==> src/rtl/packet_output_arbiter.sv <==
// Round-robin, packet-locked output arbiter: grants one input FIFO for a whole
// packet and streams its flits through a single registered valid/ready stage.
module packet_output_arbiter #(
  parameter int N_INPUTS   = 4,
  parameter int DATA_WIDTH = 32
) (
  input  logic                           clk,
  input  logic                           rst,
  input  logic [N_INPUTS-1:0]            fifo_empty,
  input  logic [N_INPUTS*DATA_WIDTH-1:0] fifo_dout,
  input  logic [N_INPUTS-1:0]            route_req,
  output logic [N_INPUTS-1:0]            fifo_rd_en,
  output logic                           out_valid,
  output logic [DATA_WIDTH-1:0]          out_data,
  input  logic                           out_ready,
  output logic [N_INPUTS-1:0]            grant,
  output logic                           busy
);

  localparam int PTR_W = $clog2(N_INPUTS);

  typedef enum logic {IDLE = 1'b0, LOCKED = 1'b1} state_t;

  state_t                  state_q, state_d;
  logic [PTR_W-1:0]        rr_ptr_q, rr_ptr_d;
  logic [PTR_W-1:0]        owner_q, owner_d;
  logic [N_INPUTS-1:0]     grant_q, grant_d;
  logic                    out_valid_q, out_valid_d;
  logic [DATA_WIDTH-1:0]   out_data_q, out_data_d;

  logic [N_INPUTS-1:0]     cand;
  logic                    win_found;
  logic [PTR_W-1:0]        win_idx;
  logic [DATA_WIDTH-1:0]   owner_flit;
  logic                    owner_empty;
  logic                    load;

  // Type field: bit 0 marks a packet start (head/single), bit 1 a packet end (tail/single).
  function automatic logic flit_starts(input logic [DATA_WIDTH-1:0] f);
    return f[DATA_WIDTH-2];
  endfunction

  function automatic logic flit_ends(input logic [DATA_WIDTH-1:0] f);
    return f[DATA_WIDTH-1];
  endfunction

  always_comb begin
    cand = '0;
    for (int i = 0; i < N_INPUTS; i++) begin
      cand[i] = ~fifo_empty[i] & route_req[i] &
                flit_starts(fifo_dout[i*DATA_WIDTH +: DATA_WIDTH]);
    end
  end

  // Two passes give the circular search starting at rr_ptr without a modulo.
  always_comb begin
    win_found = 1'b0;
    win_idx   = '0;
    for (int i = 0; i < N_INPUTS; i++) begin
      if (!win_found && cand[i] && (PTR_W'(i) >= rr_ptr_q)) begin
        win_found = 1'b1;
        win_idx   = PTR_W'(i);
      end
    end
    for (int i = 0; i < N_INPUTS; i++) begin
      if (!win_found && cand[i] && (PTR_W'(i) < rr_ptr_q)) begin
        win_found = 1'b1;
        win_idx   = PTR_W'(i);
      end
    end
  end

  always_comb begin
    owner_flit  = '0;
    owner_empty = 1'b1;
    for (int i = 0; i < N_INPUTS; i++) begin
      if (owner_q == PTR_W'(i)) begin
        owner_flit  = fifo_dout[i*DATA_WIDTH +: DATA_WIDTH];
        owner_empty = fifo_empty[i];
      end
    end
  end

  assign load = (state_q == LOCKED) & ~owner_empty & (~out_valid_q | out_ready);

  always_comb begin
    state_d     = state_q;
    rr_ptr_d    = rr_ptr_q;
    owner_d     = owner_q;
    grant_d     = grant_q;
    out_valid_d = out_valid_q;
    out_data_d  = out_data_q;
    case (state_q)
      IDLE: begin
        if (win_found) begin
          state_d = LOCKED;
          owner_d = win_idx;
          grant_d = {{(N_INPUTS-1){1'b0}}, 1'b1} << win_idx;
        end
      end
      LOCKED: begin
        if (load && flit_ends(owner_flit)) begin
          state_d  = IDLE;
          grant_d  = '0;
          rr_ptr_d = (owner_q == PTR_W'(N_INPUTS-1)) ? '0 : owner_q + 1'b1;
        end
      end
      default: state_d = IDLE;
    endcase
    // The output register drains in either state.
    if (load) begin
      out_valid_d = 1'b1;
      out_data_d  = owner_flit;
    end else if (out_ready) begin
      out_valid_d = 1'b0;
    end
  end

  always_ff @(posedge clk or posedge rst) begin
    if (rst) begin
      state_q     <= IDLE;
      rr_ptr_q    <= '0;
      owner_q     <= '0;
      grant_q     <= '0;
      out_valid_q <= 1'b0;
      out_data_q  <= '0;
    end else begin
      state_q     <= state_d;
      rr_ptr_q    <= rr_ptr_d;
      owner_q     <= owner_d;
      grant_q     <= grant_d;
      out_valid_q <= out_valid_d;
      out_data_q  <= out_data_d;
    end
  end

  // grant_q is one-hot on the owner whenever LOCKED, so it doubles as the pop mask.
  assign fifo_rd_en = load ? grant_q : '0;
  assign out_valid  = out_valid_q;
  assign out_data   = out_data_q;
  assign grant      = grant_q;
  assign busy       = (state_q == LOCKED);

endmodule

==> config.mk <==
export PLATFORM = sky130hd
export DESIGN_NAME = packet_output_arbiter
export DESIGN_NICKNAME = d
export VERILOG_FILES = /design/src/rtl/packet_output_arbiter.sv
export SDC_FILE = /design/constraint.sdc
export NUM_CORES = 1
export LEC_CHECK = 0
export BUFFER_PORTS_ARGS = -buffer_cell sky130_fd_sc_hd__buf_4
export CAP_MARGIN = 20
export CORE_MARGIN = 2
export CORE_UTILIZATION = 29
export DETAILED_ROUTE_END_ITERATION = 10
export PLACE_DENSITY = 0.59
export SKIP_CTS_REPAIR_TIMING = 1
export SYNTH_ARGS = -nofsm -noshare
export SYNTH_HDL_FRONTEND = slang
export SYNTH_SLANG_ARGS = --single-unit
export TNS_END_PERCENT = 5
==> constraint.sdc <==
create_clock -name clk -period 3.5 [get_ports clk]
set_input_delay 1.05 -clock clk [delete_from_list [all_inputs] [get_ports clk]]
set_output_delay 1.05 -clock clk [all_outputs]
set_load 0.02 [all_outputs]
==> results of run 1 <==
[registers in the layout, indices dropped and copies added (netlist names)]
register,count
busy,1
grant,4
out_data,32
out_valid,1
owner_q,2
rr_ptr_q,2
[per-layer routing]
| layer | up-vias | GRT usage, % | share of wire, % | wire [um] |
|---|---|---|---|---|
| li1 | 1427 | - | - | - |
| met1 | 1415 | 21.3 | 43 | 3990 |
| met2 | 114 | 29.1 | 49 | 4590 |
| met3 | 4 | 3.96 | 7.5 | 699 |
| met4 | 0 | 4.29 | 0.57 | 53 |
| met5 | - | 0 | 0 | 0 |
[layout by cell type (no fill, tap or decap), types with 4 or more instances in the layout]
cell type  count
buf_4        187
dfrtp_1       42
nand2_1       35
nor2b_1       32
o31ai_1       31
a221oi_1      30
mux2_4        25
mux2_2         9
clkbuf_8       6
inv_1          5
and2_1         5
o21ai_0        4
nand3b_1       4
[per-stage QoR]
step	utilization, %	setup WS [ns]	cell area [sq um]	std cells
after floorplan	-	0.343	2970	288
after global placement	44.8	0.454	4420	583
after detailed placement	44.8	0.428	4420	583
after CTS	45.7	0.327	4510	591
after global routing	45.7	0.184	4510	591
final	45.7	0.367	4510	591
[Yosys cell counts, types with 2 or more instances]
cell type,count
dfrtp_1,42
nand2_1,35
nor2b_1,33
o31ai_1,31
a221oi_1,30
mux2_4,25
clkbuf_1,17
mux2_2,9
inv_1,6
and2_1,5
buf_2,4
ha_1,4
nand3b_1,4
o21ai_0,4
and3b_1,3
nand2b_1,3
o22ai_1,3
a211oi_1,2
a21oi_4,2
a32o_1,2
buf_6,2
buf_8,2
o31ai_4,2
o32ai_1,2
[cell families (layout without fill, tap and decap cells)]
logic type	after synthesis	after routing
simple gates	91	91
compound gates	86	86
flops	42	42
mux	34	34
buf+inv	31	201
fa+ha+maj	4	4
[layout make-up]
cell class | instances | area [sq um]
Clock buffer | 7 | 86.3
Sequential cell | 42 | 1050
Clock inverter | 1 | 5.00
Inverter | 6 | 22.5
Tap cell | 133 | 166
Fill cell | 969 | 5360
Timing Repair Buffer | 187 | 1400
Multi-Input combinational cell | 215 | 1770
[critical path, cell delays in order (launching register included)]
cell and delay, ns:
dfrtp_1 0.45, ha_2 0.61, nand2b_1 0.20, a21oi_4 0.24
and2_1 0.15, buf_4 0.13
[worst paths after layout]
check | end | start
setup / recovery | fifo_rd_en[3] | owner_q[0]
hold / removal | out_data[11] | out_data[11]
setup reg to reg | out_data[12] | owner_q[0]
hold reg to reg | out_data[11] | out_data[11]
max in group asynchronous | out_data[0] | rst
min in group asynchronous | out_data[24] | rst
[power breakdown]
group	switching [mW]	internal [mW]	total (mW)
Combinational	1.27	1.31	2.58
Sequential	0.158	0.725	0.882
Clock	0.166	0.159	0.325
==> impl_metrics.json, run 1 <==
{
  "dieArea_sq_um": 11100,
  "power_mw": 3.79,
  "routabilityCongestion": 0.775,
  "holdCritPathClass": "flip-flop to flip-flop",
  "synth_top_family_by_area": "compound AO/OA/AOI/OAI gates",
  "syn_area_per_cell_sq_um": 10.3,
  "drive_gt1_share_pct": 52.2,
  "synthDistinctLibCells": 40,
  "gr-total-overflow": 0,
  "critPathCaptureType": "primary output",
  "drt_wl_total_mm": 9.33,
  "synth.top_cell.area_share_pct": 35.3,
  "root_buffer": "clkbuf_8",
  "htreeDepth": 2,
  "diodes": 0,
  "critPathLaunchType": "flip-flop",
  "core_area_sq_um": 9860,
  "holdPathStages": 1,
  "fp.dieW_um": 105,
  "clock_skew_ns": 0.0153,
  "area_growth_syn_to_layout_pct": 51.5,
  "first_global_vias": 3100,
  "yosysSeqAreaShare_pct": 35.3,
  "finalCriticalPeriod_ns": 3.13,
  "port_buffers": 180,
  "worstPathArrival_ns": 2.08,
  "syn-num-nets": 431,
  "via_count": 2960,
  "peakVddDrop_mv": 0.291,
  "critPathKind": "flip-flop to primary output",
  "antenna_found_initial": 0,
  "grt_pass1_wl_mm": 15.3,
  "grt_usage_pct": 16.9,
  "numCtsBuffers": 5,
  "netlist_area_sq_um": 2970,
  "synth-seq-cells": 42,
  "clockBufferDepth": 2,
  "synth.area.top_cells": "dfrtp_1 (35%), mux2_4 (13%), a221oi_1 (8.8%), o31ai_1 (7.8%), nor2b_1 (6.9%)",
  "avgRoutedWirePerCell_um": 15.8,
  "finalSetupTns_ns": 0,
  "critPathMaxFanout": 29,
  "fmax_mhz": 319,
  "insertion_delay_ns": 0.30,
  "power_density_nw_per_um2": 841,
  "p_leak_nw": 2.08,
  "synthMuxAreaShare_pct": 16.0,
  "slew_headroom_pct": 39.5,
  "hold_slack_ns": 0.512,
  "reg2reg_slack_ns": 0.93,
  "rows": 36,
  "ant_nets": 0,
  "rsz0062_at_grt": "false",
  "drt_iter0_drc": 115,
  "fin_crit_sh_pct": 89.5,
  "hold_viol": 0,
  "fp.dieH_um": 105,
  "synth_top_flop_cell": "dfrtp_1",
  "synth-simple-area-share_pct": 16.9,
  "synth_top_area_cell": "dfrtp_1",
  "cts_sinks": 42,
  "nets": 600,
  "yosysWarnings": 0,
  "setup_viol_count_final": 0,
  "cts.clk_slew.worst_paths_ns": 0.09,
  "floorplan.initialDensity_pct": 30.1,
  "synth-xor-area-share_pct": 0,
  "async_flop_share_pct": 100,
  "required_ns": 2.45,
  "synth-adder-area-share_pct": 1.68,
  "status": "complete, no violations",
  "cap_violations": 0,
  "synth_compound_area_share_pct": 24.7,
  "avgViaCountPerCell": 5.01,
  "drc": 0,
  "worst_pin_slew_ns": 0.907,
  "syn_inst": 288,
  "r2r_cells": 5,
  "ioPinCount": 181,
  "synth_edf_count": 0,
  "dr.pass1.iters": 4,
  "slew_viol_final": 0,
  "grt_max_degree": 48,
  "cts_tree": "done",
  "hpwl_mm": 6.99
}
(Power assumes the default switching activity.)
==> run 2: changes to the inputs <==
Settings changed: BUFFER_PORTS_ARGS -buffer_cell sky130_fd_sc_hd__buf_4 to -buffer_cell sky130_fd_sc_hd__buf_2, PLACE_DENSITY 0.59 to 0.61.
Clock period 3.5 ns to 2.7 ns, I/O delays scaled along.
==> impl_metrics.json, run 2 (synthesized netlist as in run 1, its figures left out) <==
{
  "status": "complete, no violations",
  "port_buffers": 180,
  "ant_nets": 0,
  "critPathKind": "flip-flop to primary output",
  "core_area_sq_um": 9860,
  "grt_usage_pct": 16.3,
  "hpwl_mm": 6.97,
  "largest_reg_flops": 32,
  "cp-endpoint": "fifo_rd_en[0]",
  "required_ns": 1.89,
  "finalCriticalPeriod_ns": 2.64,
  "cap_violations": 0,
  "register_area_sq_um": 1050,
  "setup_viol_count_final": 0,
  "critical_path.startpoint": "owner_q[0]",
  "cts_tree": "done",
  "area_growth_syn_to_layout_pct": 40.3,
  "clock_skew_ns": 0.00396,
  "routabilityCongestion": 0.799,
  "drc": 0,
  "worstPathArrival_ns": 1.83,
  "slew_viol_final": 0,
  "gr-total-overflow": 0,
  "regToRegStartpoint": "owner_q[0]",
  "drt_iter0_drc": 251,
  "peakVddDrop_mv": 0.501,
  "fp.dieW_um": 105,
  "final_area_sq_um": 4170,
  "floorplan.initialDensity_pct": 30.1,
  "drive_gt1_share_pct": 54.2,
  "htreeDepth": 2,
  "clockBufferDepth": 2,
  "p_leak_nw": 1.98,
  "hold_slack_ns": 0.507,
  "power_density_nw_per_um2": 1160,
  "fill_cells": 972,
  "via_count": 3006,
  "fmax_mhz": 379,
  "r2r_end": "out_data[7]",
  "first_global_vias": 3074,
  "critPathMaxFanout": 5,
  "multi_input_area_sq_um": 1830,
  "pre_cts_slack_ns": 0.0953,
  "root_buffer": "clkbuf_8",
  "fin_crit_sh_pct": 97.8,
  "critPathCaptureType": "primary output",
  "nets": 608,
  "avgViaCountPerCell": 5.03,
  "cts_sinks": 42,
  "grt_max_degree": 63,
  "reg2reg_slack_ns": 0.40,
  "ioPinCount": 181,
  "drt_wl_total_mm": 9.27,
  "insertion_delay_ns": 0.29,
  "layout_commonest_cell": "buf_2",
  "dr.pass1.iters": 4,
  "fp.dieH_um": 105,
  "worst_pin_slew_ns": 0.889,
  "place_area_sq_um": 3980,
  "rows": 36,
  "cts.clk_slew.worst_paths_ns": 0.08,
  "mostFrequentLayoutCells": "buf_2 (176), dfrtp_1 (41), nand2_1 (35)",
  "antenna_found_initial": 0,
  "diodes": 0,
  "critPathLaunchType": "flip-flop",
  "slew_headroom_pct": 40.6,
  "final_util_pct": 42.3,
  "avgRoutedWirePerCell_um": 15.5,
  "dieArea_sq_um": 11100,
  "grt_pass1_wl_mm": 14.7,
  "hold_viol": 0,
  "holdCritPathClass": "flip-flop to flip-flop",
  "r2r_cells": 9,
  "numCtsBuffers": 5,
  "fin_ws_ns": 0.0591
}
==> run 2: cell count changes in the layout (fill, tap and decap cells not counted), sizes merged <==
cell	before	now
buf	187	195
clkinv	1	0
==> run 2: metrics by stage <==
step | TNS (ns) | power (mW) | instances
after floorplan | 0 | 3.53 | 288
after global placement | 0 | 4.26 | 585
after CTS | -0.456 | 4.75 | 592
final | 0 | 4.86 | 598
after global routing | -0.0160 | 5.22 | 598
after detailed placement | 0 | 4.34 | 585
==> run 2: worst max-delay path, stage by stage, from the launching register on <==
cell     delay, ns
dfrtp_2       0.47
buf_4         0.17
ha_4          0.18
a21oi_4       0.13
o31ai_4       0.10
a21oi_4       0.21
and2_4        0.16
buf_4         0.13
==> run 2: layout make-up <==
type / count / area share (%)
multi-input cells: 215 / 43.8
flip-flops and latches: 42 / 25.2
repair buffers: 195 / 24.5
well taps: 133 / 3.99
clock buffers: 7 / 1.83
inverters: 6 / 0.600
==> run 2: where the power goes <==
part | switching, mW | internal, mW | total, mW
combinational | 1.71 | 1.62 | 3.34
clock | 0.204 | 0.178 | 0.382
sequential | 0.197 | 0.940 | 1.14
==> run 2: how the worst min path moves through the flow <==
stage	from	cells after the start	slack [ns]	to
after floorplan	owner_q[0]	2	0.52	owner_q[0]
after global routing	out_data[17]	1	0.52	out_data[17]
after CTS	out_data[22]	1	0.51	out_data[22]
after global placement	out_data[11]	1	0.49	out_data[11]
final	out_data[22]	1	0.51	out_data[22]
after detailed placement	out_data[18]	1	0.49	out_data[18]
==> run 2: layer usage <==
layer / share of wire, % / GRT usage, % / vias up
li1: - / - / 1440
met5: 0 / 0 / -
met4: 1.4 / 4.10 / 0
met3: 6.8 / 3.40 / 13
met1: 43 / 20.3 / 1416
met2: 49 / 28.6 / 137
==> run 3: changes to the inputs <==
Settings changed: SETUP_SLACK_MARGIN set to 0.2.
==> impl_metrics.json, run 3 (synthesized netlist as in run 1, its figures left out) <==
{
  "peakVddDrop_mv": 0.416,
  "nets": 608,
  "mostFrequentLayoutCells": "buf_2 (176), dfrtp_1 (41), nand2_1 (35)",
  "power_mw": 4.82,
  "final_area_sq_um": 4170,
  "floorplan.initialDensity_pct": 30.1,
  "cts_sinks": 42,
  "setup_viol_count_final": 0,
  "layout.cells.non_filler": 598,
  "fill_cells": 985,
  "critPathMaxFanout": 5,
  "max_stage_delay_ns": 0.43,
  "hold_viol": 0,
  "antenna_found_initial": 0,
  "dieArea_sq_um": 11100,
  "critPathLaunchType": "flip-flop",
  "p_leak_nw": 1.98,
  "root_buffer": "clkbuf_8",
  "hpwl_mm": 6.98,
  "critPathKind": "flip-flop to primary output",
  "grt_max_degree": 63,
  "crit_slowest_cell": "dfrtp_2",
  "drc": 0,
  "fp.dieH_um": 105,
  "port_buffers": 180,
  "clockBufferDepth": 2,
  "cts.clk_slew.worst_paths_ns": 0.07,
  "worstPathArrival_ns": 1.77,
  "drive_gt1_share_pct": 54.6,
  "multi_input_area_sq_um": 1810,
  "avgViaCountPerCell": 4.96,
  "gr-total-overflow": 0,
  "dp.cells": 587,
  "place_area_sq_um": 4010,
  "diodes": 0,
  "grt_usage_pct": 16.5,
  "holdCritPathClass": "flip-flop to flip-flop",
  "slew_viol_final": 0,
  "avgRoutedWirePerCell_um": 15.4,
  "hold_slack_ns": 0.505,
  "critPathTopFamily": "flip-flops",
  "largest_reg_flops": 32,
  "fmax_mhz": 388,
  "grt_pass1_wl_mm": 14.9,
  "power_density_nw_per_um2": 1160,
  "ant_nets": 0,
  "dr.pass1.iters": 6,
  "drt_iter0_drc": 207,
  "finalCriticalPeriod_ns": 2.58,
  "register_area_sq_um": 1050,
  "layout_commonest_cell": "buf_2",
  "drt_wl_total_mm": 9.18,
  "path_buf_inv": 2,
  "critPathCaptureType": "primary output",
  "rows": 36,
  "worst_pin_slew_ns": 0.610,
  "slew_headroom_pct": 59.1,
  "htreeDepth": 2,
  "required_ns": 1.89,
  "cts_tree": "done",
  "fp.dieW_um": 105,
  "final_util_pct": 42.3,
  "via_count": 2965,
  "insertion_delay_ns": 0.29,
  "core_area_sq_um": 9860,
  "crit_chain": "inv_2, ha_4, nor3b_4, o31ai_4, a21oi_4, and2_4, buf_6",
  "rsz0062_at_grt": "true",
  "clock_skew_ns": 0.00522,
  "status": "complete, no violations",
  "reg2reg_slack_ns": 0.54,
  "area_growth_syn_to_layout_pct": 40.2,
  "ioPinCount": 181,
  "routabilityCongestion": 0.827,
  "numCtsBuffers": 5,
  "first_global_vias": 3023,
  "cap_violations": 0,
  "fin_crit_sh_pct": 95.4
}
==> run 3: cell types whose count changed in the layout (fill, tap and decap cells not counted) <==
cell / change
buf_4: -4
buf_6: +4
and2_1: -2
and2_4: +2
ha_2: +2
ha_4: -2
inv_2: +1
inv_4: -1
==> run 3: final cells by class <==
class | instances | area share [%]
multi-input cells | 215 | 43.5
flip-flops and latches | 42 | 25.2
repair buffers | 195 | 24.9
well taps | 133 | 3.99
clock buffers | 7 | 1.83
inverters | 6 | 0.540
==> run 3: worst paths after layout <==
path,start,end,depth (start not counted)
setup / recovery,owner_q[0],fifo_rd_en[2],7
hold / removal,out_data[19],out_data[19],1
setup reg to reg,owner_q[1],rr_ptr_q[1],8
hold reg to reg,out_data[19],out_data[19],1
max in group asynchronous,rst,owner_q[0],3
min in group asynchronous,rst,out_data[25],3
==> run 3: report_power, final <==
part           switching [mW]  leakage [nW]  internal [mW]
Sequential              0.197         0.520          0.941
Clock                   0.210        0.0383          0.178
Combinational            1.68          1.42           1.62
Total                    2.08          1.98           2.74
==> run 3: metrics by stage <==
stage / setup TNS [ns] / setup slack, ns
final: 0 / 0.124
after global routing: 0 / 0.0402
after CTS: -0.266 / -0.0673
after detailed placement: 0 / 0.0942
after global placement: 0 / 0.0998
after floorplan: 0 / 0.0929
==> run 3: per-layer routing <==
layer / share of wire [%] / GRT usage, % / vias to the layer above
met2: 49 / 29.7 / 125
met1: 42 / 19.9 / 1387
met5: 0 / 0 / -
met3: 7.6 / 3.90 / 7
met4: 1.0 / 3.52 / 0
li1: - / - / 1446
